[src/rtl/alu_pkg.sv]
// alu_pkg: shared opcode encodings, FSM state type and flag bundle for alu_multicycle.
package alu_pkg;

  localparam logic [2:0] OP_AND = 3'b000;
  localparam logic [2:0] OP_OR  = 3'b001;
  localparam logic [2:0] OP_ADD = 3'b010;
  localparam logic [2:0] OP_SUB = 3'b011;
  localparam logic [2:0] OP_SLT = 3'b100;
  localparam logic [2:0] OP_SHL = 3'b101;
  localparam logic [2:0] OP_SHR = 3'b110;
  localparam logic [2:0] OP_MUL = 3'b111;

  typedef enum logic [1:0] {
    IDLE = 2'd0,
    EXEC = 2'd1,
    HOLD = 2'd2
  } state_t;

  typedef struct packed {
    logic zero;
    logic overflow;
    logic carry_out;
  } flags_t;

endpackage

[src/rtl/alu_iter_unit.sv]
// alu_iter_unit: iterative datapath for shifts (1 bit/cycle) and, when
// ALU_MUL_EN is defined, shift-add multiply over WIDTH cycles.
// done is asserted combinationally during the final step; res/flags then
// show the value the step produces so the parent can register it on that edge.
module alu_iter_unit
  import alu_pkg::*;
#(
  parameter int WIDTH = 16,
  parameter int SHW   = $clog2(WIDTH)
) (
  input  logic             clk,
  input  logic             reset,
  input  logic             start,
  input  logic             run,
  input  logic [2:0]       op,
  input  logic [WIDTH-1:0] a,
  input  logic [SHW-1:0]   shamt,
`ifdef ALU_MUL_EN
  input  logic [WIDTH-1:0] b,
`endif
  output logic             done,
  output logic [WIDTH-1:0] res,
  output flags_t           flags
);

  localparam logic [SHW:0] CNT_ONE = (SHW+1)'(1);

  logic [WIDTH-1:0] sh_q, sh_nxt;
  logic             shr_q, sh_out;
  logic [SHW:0]     cnt_q;

`ifdef ALU_MUL_EN
  localparam logic [SHW:0] CNT_MUL = (SHW+1)'(WIDTH);
  logic                 mul_q;
  logic [2*WIDTH-1:0]   acc_q, mcand_q, acc_nxt;
  logic [WIDTH-1:0]     mplier_q;

  assign acc_nxt = acc_q + (mplier_q[0] ? mcand_q : '0);
`endif

  // one-bit shift step; the bit leaving the register becomes the carry
  always_comb begin
    sh_nxt = shr_q ? (sh_q >> 1) : (sh_q << 1);
    sh_out = shr_q ? sh_q[0] : sh_q[WIDTH-1];
  end

  assign done = run && (cnt_q == CNT_ONE);

  // iteration state: load on start, advance one step per EXEC cycle
  always_ff @(posedge clk) begin
    if (reset) begin
      sh_q     <= '0;
      shr_q    <= 1'b0;
      cnt_q    <= '0;
`ifdef ALU_MUL_EN
      mul_q    <= 1'b0;
      acc_q    <= '0;
      mcand_q  <= '0;
      mplier_q <= '0;
`endif
    end else if (start) begin
      sh_q     <= a;
      shr_q    <= (op == OP_SHR);
      cnt_q    <= {1'b0, shamt};
`ifdef ALU_MUL_EN
      mul_q    <= (op == OP_MUL);
      acc_q    <= '0;
      mcand_q  <= {{WIDTH{1'b0}}, a};
      mplier_q <= b;
      if (op == OP_MUL) cnt_q <= CNT_MUL;
`endif
    end else if (run) begin
      sh_q     <= sh_nxt;
      cnt_q    <= cnt_q - CNT_ONE;
`ifdef ALU_MUL_EN
      acc_q    <= acc_nxt;
      mcand_q  <= mcand_q << 1;
      mplier_q <= mplier_q >> 1;
`endif
    end
  end

  // final-step result and flags presented to the output registers
  always_comb begin
    res             = sh_nxt;
    flags.overflow  = 1'b0;
    flags.carry_out = sh_out;
`ifdef ALU_MUL_EN
    if (mul_q) begin
      res             = acc_nxt[WIDTH-1:0];
      flags.overflow  = |acc_nxt[2*WIDTH-1:WIDTH];
      flags.carry_out = 1'b0;
    end
`endif
    flags.zero = (res == '0);
  end

endmodule

[src/rtl/alu_multicycle.sv]
// alu_multicycle: registered ALU with valid/ready handshake on operands and
// result. Single-cycle ops return one cycle after accept; shifts and multiply
// iterate in alu_iter_unit. Optional multiply hardware: define ALU_MUL_EN.
module alu_multicycle
  import alu_pkg::*;
#(
  parameter int WIDTH = 16,
  parameter int SHW   = $clog2(WIDTH)
) (
  input  logic             Clk,
  input  logic             Reset,
  input  logic             InValid,
  output logic             InReady,
  input  logic [WIDTH-1:0] A,
  input  logic [WIDTH-1:0] B,
  input  logic [2:0]       ALUOp,
  output logic             OutValid,
  input  logic             OutReady,
  output logic [WIDTH-1:0] Result,
  output logic             Zero,
  output logic             Overflow,
  output logic             CarryOut
);

  state_t           state_q, state_d;
  logic             accept, is_iter, iter_done;
  logic [WIDTH-1:0] bx, sc_res, iter_res;
  logic [WIDTH:0]   sum;
  logic             cin, c_into_msb;
  flags_t           sc_flg, iter_flg;
  logic [SHW-1:0]   shamt;

  assign shamt = B[SHW-1:0];

  // ops that need the iterative path rather than a one-cycle result
  always_comb begin
    is_iter = ((ALUOp == OP_SHL) || (ALUOp == OP_SHR)) && (shamt != '0);
`ifdef ALU_MUL_EN
    is_iter = is_iter || (ALUOp == OP_MUL);
`endif
  end

  // single-cycle datapath; SUB reuses the adder as A + ~B + 1
  always_comb begin
    cin        = (ALUOp == OP_SUB);
    bx         = cin ? ~B : B;
    sum        = {1'b0, A} + {1'b0, bx} + {{WIDTH{1'b0}}, cin};
    c_into_msb = sum[WIDTH-1] ^ A[WIDTH-1] ^ bx[WIDTH-1];
    sc_res     = '0;
    sc_flg     = '0;
    case (ALUOp)
      OP_AND: sc_res = A & B;
      OP_OR:  sc_res = A | B;
      OP_ADD, OP_SUB: begin
        sc_res           = sum[WIDTH-1:0];
        sc_flg.carry_out = sum[WIDTH];
        sc_flg.overflow  = c_into_msb ^ sum[WIDTH];
      end
      OP_SLT: sc_res = {{(WIDTH-1){1'b0}}, ($signed(A) < $signed(B))};
      OP_SHL, OP_SHR: sc_res = A;  // only reached with shamt == 0
      default: sc_res = '0;        // MUL without multiply hardware
    endcase
    sc_flg.zero = (sc_res == '0);
  end

  assign accept = InValid && InReady;

  alu_iter_unit #(.WIDTH(WIDTH), .SHW(SHW)) u_iter (
    .clk   (Clk),
    .reset (Reset),
    .start (accept && is_iter),
    .run   (state_q == EXEC),
    .op    (ALUOp),
    .a     (A),
    .shamt (shamt),
`ifdef ALU_MUL_EN
    .b     (B),
`endif
    .done  (iter_done),
    .res   (iter_res),
    .flags (iter_flg)
  );

  // state register
  always_ff @(posedge Clk) begin
    if (Reset) state_q <= IDLE;
    else       state_q <= state_d;
  end

  // next state and handshake outputs; HOLD passes OutReady through to
  // InReady so a retire and a new accept can share one edge
  always_comb begin
    state_d  = state_q;
    InReady  = 1'b0;
    OutValid = 1'b0;
    case (state_q)
      IDLE: begin
        InReady = 1'b1;
        if (accept) state_d = is_iter ? EXEC : HOLD;
      end
      EXEC: begin
        if (iter_done) state_d = HOLD;
      end
      HOLD: begin
        OutValid = 1'b1;
        InReady  = OutReady;
        if (accept)        state_d = is_iter ? EXEC : HOLD;
        else if (OutReady) state_d = IDLE;
      end
      default: state_d = IDLE;
    endcase
  end

  // output registers: loaded on a single-cycle accept or on the last iteration
  always_ff @(posedge Clk) begin
    if (Reset) begin
      Result   <= '0;
      Zero     <= 1'b0;
      Overflow <= 1'b0;
      CarryOut <= 1'b0;
    end else if (accept && !is_iter) begin
      Result                     <= sc_res;
      {Zero, Overflow, CarryOut} <= sc_flg;
    end else if (iter_done) begin
      Result                     <= iter_res;
      {Zero, Overflow, CarryOut} <= iter_flg;
    end
  end

endmodule

[config.mk]
export PLATFORM = sky130hd
export DESIGN_NAME = alu_multicycle
export DESIGN_NICKNAME = d
export VERILOG_FILES = /design/src/rtl/alu_pkg.sv /design/src/rtl/alu_iter_unit.sv /design/src/rtl/alu_multicycle.sv
export SDC_FILE = /design/constraint.sdc
export NUM_CORES = 1
export LEC_CHECK = 0
export CORE_ASPECT_RATIO = 0.5
export CORE_MARGIN = 2
export CORE_UTILIZATION = 59
export CTS_BUF_LIST = sky130_fd_sc_hd__clkbuf_8
export CTS_CLUSTER_SIZE = 10
export DETAILED_ROUTE_END_ITERATION = 10
export GPL_ROUTABILITY_DRIVEN = 1
export PLACE_DENSITY = 0.95
export SLEW_MARGIN = 20
export SYNTH_ARGS = -nofsm -noshare
export SYNTH_HDL_FRONTEND = slang
export SYNTH_HIERARCHICAL = 1
export SYNTH_SLANG_ARGS = --single-unit
export TNS_END_PERCENT = 100
[constraint.sdc]
create_clock -name Clk -period 4.58 [get_ports Clk]
set_input_delay 0.687 -clock Clk [delete_from_list [all_inputs] [get_ports Clk]]
set_output_delay 0.687 -clock Clk [all_outputs]
set_load 0.02 [all_outputs]
# [Word-level counts from Yosys, hierarchy flattened]
# Index checks and enable logic that the tools add are counted.
[op_classes] n_reduce_logical=18 eq_ne=12 add_sub_neg=3 n_lt_le_gt_ge=1 muxes=25 n_bitwise=6
[ops] operator="$mux 16" n=6
[ops] operator="$pmux 16 s5" n=1
[ops] operator="$logic_not 16->1" n=2
[ops] operator="$add 16x16->17" n=1
[ops] operator="$add 17x1->17" n=1
[ops] operator="$and 16x16->16" n=1
[ops] operator="$lt 16x16->1" n=1
[ops] operator="$not 16->16" n=1
[ops] operator="$or 16x16->16" n=1
[ops] operator="$mux 2" n=6
[ops] operator="$eq 3x3->1 const B" n=3
[ops] operator="$mux 1" n=8
[ops] operator="$mux 4" n=2
[ops] operator="$eq 3x2->1 const B" n=2
[ops] operator="$pmux 2 s3" n=1
[ops] operator="$reduce_or 2->1" n=3
[ops] operator="$eq 5x1->1 const B" n=1
[ops] operator="$logic_and 1x1->1" n=5
[ops] operator="$sub 5x1->5 const B" n=1
[ops] operator="$ne 2x2->1 const B" n=2
[ops] operator="$reduce_bool 2->1" n=2
[ops] operator="$reduce_bool 4->1" n=1
[ops] operator="$eq 3x1->1 const B" n=1
[ops] operator="$logic_not 3->1" n=1
[ops] operator="9 further kinds" n=11
[totals] input_bits=39 register_bits=43 output_inout_bits=21

# [Logic depth before layout (Yosys ltp)]
[logic_depth] ltp_word=9 mapped_depth=15 depth_no_buf=12

# [By module]
# Netlist, hierarchy kept.
[by_module_without_submodules] mod="alu_multicycle" area_per_inst_um2=3523.4 n_inst=1 seq_area_each_um2=420.4 cells_each=463
[by_module_without_submodules] mod="alu_iter_unit" area_per_inst_um2=1287.5 n_inst=1 seq_area_each_um2=440.4 cells_each=136

# [Worst setup path before layout]
# Ideal clock, no wire load.
[synth_path] path_kind="in2reg" from="in ALUOp[1]" to="reg Zero" setup_time_ns=0.059 required_time_ns=4.521 setup_slack_ns=0.359 t_arrival_ns=4.162 path_buffers=3 cell_stages=15 path_cell_list="clkbuf_1 -> nor2b_1 -> clkbuf_1 -> nand2_1 -> clkbuf_1 -> o21ai_0 -> fa_1 -> a211oi_1 -> o211ai_1 -> a2111oi_2 -> o21ai_1 -> a31oi_1 -> nand3_1 -> a2111oi_2 -> a31o_1"
[synth_via] elab_chain_cells=7
[synth_lines] element="start, declared" line="alu_multicycle.sv:16" source="input logic [2:0] ALUOp,"
[synth_lines] element="$eq 3x2->1" line="alu_multicycle.sv:45, alu_multicycle.sv:51"
[synth_lines] element="$mux 16" line="alu_multicycle.sv:46" source="bx = cin ? ~B : B;"
[synth_lines] element="$add 16x16->17" line="alu_multicycle.sv:47" source="sum = {1'b0, A} + {1'b0, bx} + {{WIDTH{1'b0}}, cin};"
[synth_lines] element="$add 17x1->17" line="alu_multicycle.sv:47"
[synth_lines] element="$pmux 16 s5" line="alu_multicycle.sv:51" source="case (ALUOp)"
[synth_lines] element="$logic_not 16->1" line="alu_multicycle.sv:63" source="sc_flg.zero = (sc_res == '0);"
[synth_lines] element="$mux 1" line="alu_multicycle.sv:121" source="end else if (accept && !is_iter) begin"
[synth_lines] element="end signal, assigned" line="alu_multicycle.sv:123" source="{Zero, Overflow, CarryOut} <= sc_flg;"
[synth_lines] element="end signal, assigned" line="alu_multicycle.sv:126" source="{Zero, Overflow, CarryOut} <= iter_flg;"
[synth_lines] element="end, declared" line="alu_multicycle.sv:20" source="output logic Zero,"
# Parallel ways exist; a longest one is shown, timed or not.
# A chain may end at the register's enable or synchronous reset.

# [Worst setup path after layout]
# Same ends and word-level chain as after synthesis.

==> impl_results.md <==
* Filler cells at 567
* Final hold violations at 0
* Finished Layout Cells at 757
* Most used DFF post-synth: dfxtp_1
* Post-synth top area cell: dfxtp_1
* Post-Syn Area per Cell at 8.03 sq um
* Clock Sinks at 43
* Mapped Area at 0.00481 sq mm
* Synth top area share at 17.9%
* Met3 track demand over resource at 7.78%
* GRT Overall Usage at 30.6%
* Clock Pin Slew Worst Setup and Hold Paths at 0.08 ns
* Cts bufs inserted at 5
* Wirelength per Cell at 18.6 um
* Slew at the pin closest to its max-slew limit at 0.855 ns
* Post-DP HPWL at 10800 um
* GRT overflow at 0
* Pins over their slew limit at 0
* Max-cap violations at 0
* Crit path kind: input port to flop
* Setup-failing EPs final at 0
* PortBufs at 59
* Post-Place Cells at 749
* Critical Path End Type: flop
* Initial DRT Pass Iterations at 5
* Post-Route WL at 14100 um
* Mapped Cells at 599
* Multi-input gate area at 0.00360 sq mm
* Die area at 0.00894 sq mm
* Setup TNS Final at 0 ns
* Vias in the first global route at 4508
* Diodes inserted at 0
* EDFF count, synth at 0
* Total I/O pin count at 60
* Initial Util at 60.6%
* CTS tree: yes
* # H-tree levels at 2
* Postcts setup bufs at 0
* Vias/cell at 6.34
* Reg2Reg Depth at 7
* Critical Path AT at 4.52 ns
* Seq cells post-synth at 43
* Synth top area cells: dfxtp_1, ha_1, mux2i_1
* Max_slew headroom at 41.5%
* Hold/Removal Path Class: flop to flop
* Synth warnings at 6
* Via count at 4796
* Clk buf depth at 2
* Skew-Pair Late Insertion Delay at 0.30 ns
* Min Hold Slack at 0.498 ns
* GR Util met1 at 39.0%
* Syn Nets at 707
* Antenna viol nets, final at 0
* Largest net degree at the start of global routing at 44
* Layout cell share with drive strength beyond 1 at 7.75%
* RSZ-0062 raised after global routing: false
* Ys async rst share at 0%
* Maximum net fanout on the critical path at 14
* Die Span X at 132 um
* Critical Path RT at 4.81 ns
* Leak at 0.00231 uW
* Critical path endpoint: Zero
* GRT busiest layer: met2
* # DRC at 0
* Critical path origin: ALUOp[1]
* Register area at 861 sq um
* Synth cell types at 68
* Clock Tree Root: clkbuf_8
* Total core area at 0.00794 sq mm
* Final nets at 752
* CTS Hold Bufs at 0
* Final period utilization at 93.6%
* Gates resized, CTS repair at 0
* Status: completed
* Starting DRT DRC Count at 612
* Pwr Density at 224 mW/mm^2
* Syn-to-layout area delta at 16.1%
* Antenna violations before repair at 0
* Reg2reg end: Zero
* R2R Path Start: state_q[0]
* Clock skew at 0.00829 ns
* First-pass GRT wire length at 22000 um
* Final Critical Period at 4.29 ns
* Seq/Total Area, Yosys at 17.9%
* GP Congestion at 0.975
* Worst Setup Start Kind: input port
* Register-to-register path setup slack at 2.16 ns
* Die Ht at 67.9 um
* GR Util met2 at 51.0%
* Max Clock Freq at 233 MHz
* Worst-case vdd ir drop at 0.000123 V
* FP Rows at 23
[how the worst min path moves through the flow]
stage / end / startpoint / cells after the start
CTS: u_iter/cnt_q[4] / u_iter/cnt_q[4] / 2
detailed placement: u_iter/cnt_q[4] / u_iter/cnt_q[4] / 2
floorplan: u_iter/cnt_q[4] / u_iter/cnt_q[4] / 2
global placement: u_iter/cnt_q[4] / u_iter/cnt_q[4] / 2
finish: u_iter/cnt_q[4] / u_iter/cnt_q[4] / 2
global route: u_iter/cnt_q[4] / u_iter/cnt_q[4] / 2
[layer usage]
layer / vias up / part of all wire (%)
met2: 249 / 44
li1: 2245 / -
met1: 2257 / 43
met4: 0 / 3.0
met3: 45 / 10
met5: - / 0
[cell usage after synthesis, types with 4 or more instances]
master / count
buf_2: 7
xor2_1: 5
a21oi_1: 36
clkbuf_1: 23
nor2_1: 38
a21o_1: 7
xnor2_1: 23
ha_1: 68
dfxtp_1: 43
mux2_2: 8
nand2_1: 56
a221oi_1: 8
o21ai_1: 4
a211oi_1: 29
nor2b_1: 14
o22ai_1: 14
a31oi_1: 5
o31ai_1: 5
nand3_1: 4
inv_1: 47
nand2b_1: 9
o211ai_1: 6
a2111oi_0: 4
nor4_1: 5
a2111oi_2: 4
o21ai_0: 19
a22oi_1: 6
nor3_1: 7
mux2i_1: 31
mux2_1: 6
[report_power, final]
group | switching (uW) | total (uW) | internal (uW)
Sequential | 21.8 | 423 | 402
Clock | 137 | 260 | 123
Combinational | 327 | 570 | 244
[worst max-delay path, stage by stage]
cell and delay [ns]:
clkdlybuf4s50_1 0.47, nor2b_1 0.22, nand2_1 0.15, buf_4 0.24, o21ai_0 0.26, fa_1 0.47, a2bb2oi_1 0.22, a22oi_1 0.19
or4_1 0.44, nor4_1 0.40, nand4_1 0.19, a2111oi_2 0.36, a31o_1 0.22
[placed cells by master, fill, tap and decap left out, types with 4 or more instances in the layout]
cell type	instances
nor2b_1	13
nand3_1	4
nand2b_1	9
o31ai_1	5
a2111oi_0	4
nor4_1	4
a221oi_1	8
mux2_2	8
a21oi_1	36
nor3_1	7
a31oi_1	5
clkbuf_8	6
clkdlybuf4s50_1	59
a21o_1	7
o22ai_1	14
a22oi_1	6
a211oi_1	29
nor2_1	38
dfxtp_1	43
xor2_1	5
inv_1	47
ha_1	68
mux2i_1	31
mux2_1	6
o211ai_1	6
nand2_1	56
buf_4	15
xnor2_1	23
a2111oi_2	4
o21ai_1	4
o21ai_0	19
[cell type report]
class                   instances  area share [%]
inverters                      48            3.23
clock buffers                   6            1.48
repair buffers                 74            12.6
flip-flops and latches         43            15.4
multi-input cells             472            64.5
well taps                     112            2.51
clock inverters                 2           0.291
[through the flow]
step                cell area (sq um)  worst slack [ns]  total power, uW  utilization [%]
floorplan                        4810             0.359              791                -
global placement                 5490             0.343              956             69.1
detailed placement               5490             0.121              980             69.1
CTS                              5590             0.417             1240             70.3
global route                     5590            0.0848             1310             70.3
finish                           5590             0.294             1250             70.3
[kinds of logic (layout without fill, tap and decap cells)]
kind of cell,after synthesis,count (layout),share of synthesized area [%]
xor gates and xnor gates,29,29,5.57
other,1,1,0.0779
adders and majority gates,69,69,18.1
DFF,43,43,17.9
muxes,48,48,10.7
AOI/OAI and AO/OA,165,165,23.9
buffers and inverters,84,130,7.39
and+or+nand+nor,160,160,16.4
[sequential cells by signal, indices dropped and copies added, names as in the netlist]
name          cells
Result           16
u_iter/sh_q      16
u_iter/cnt_q      5
state_q           2
CarryOut          1
Overflow          1
Zero              1
u_iter/shr_q      1
Power figures use the tool's default switching activity.
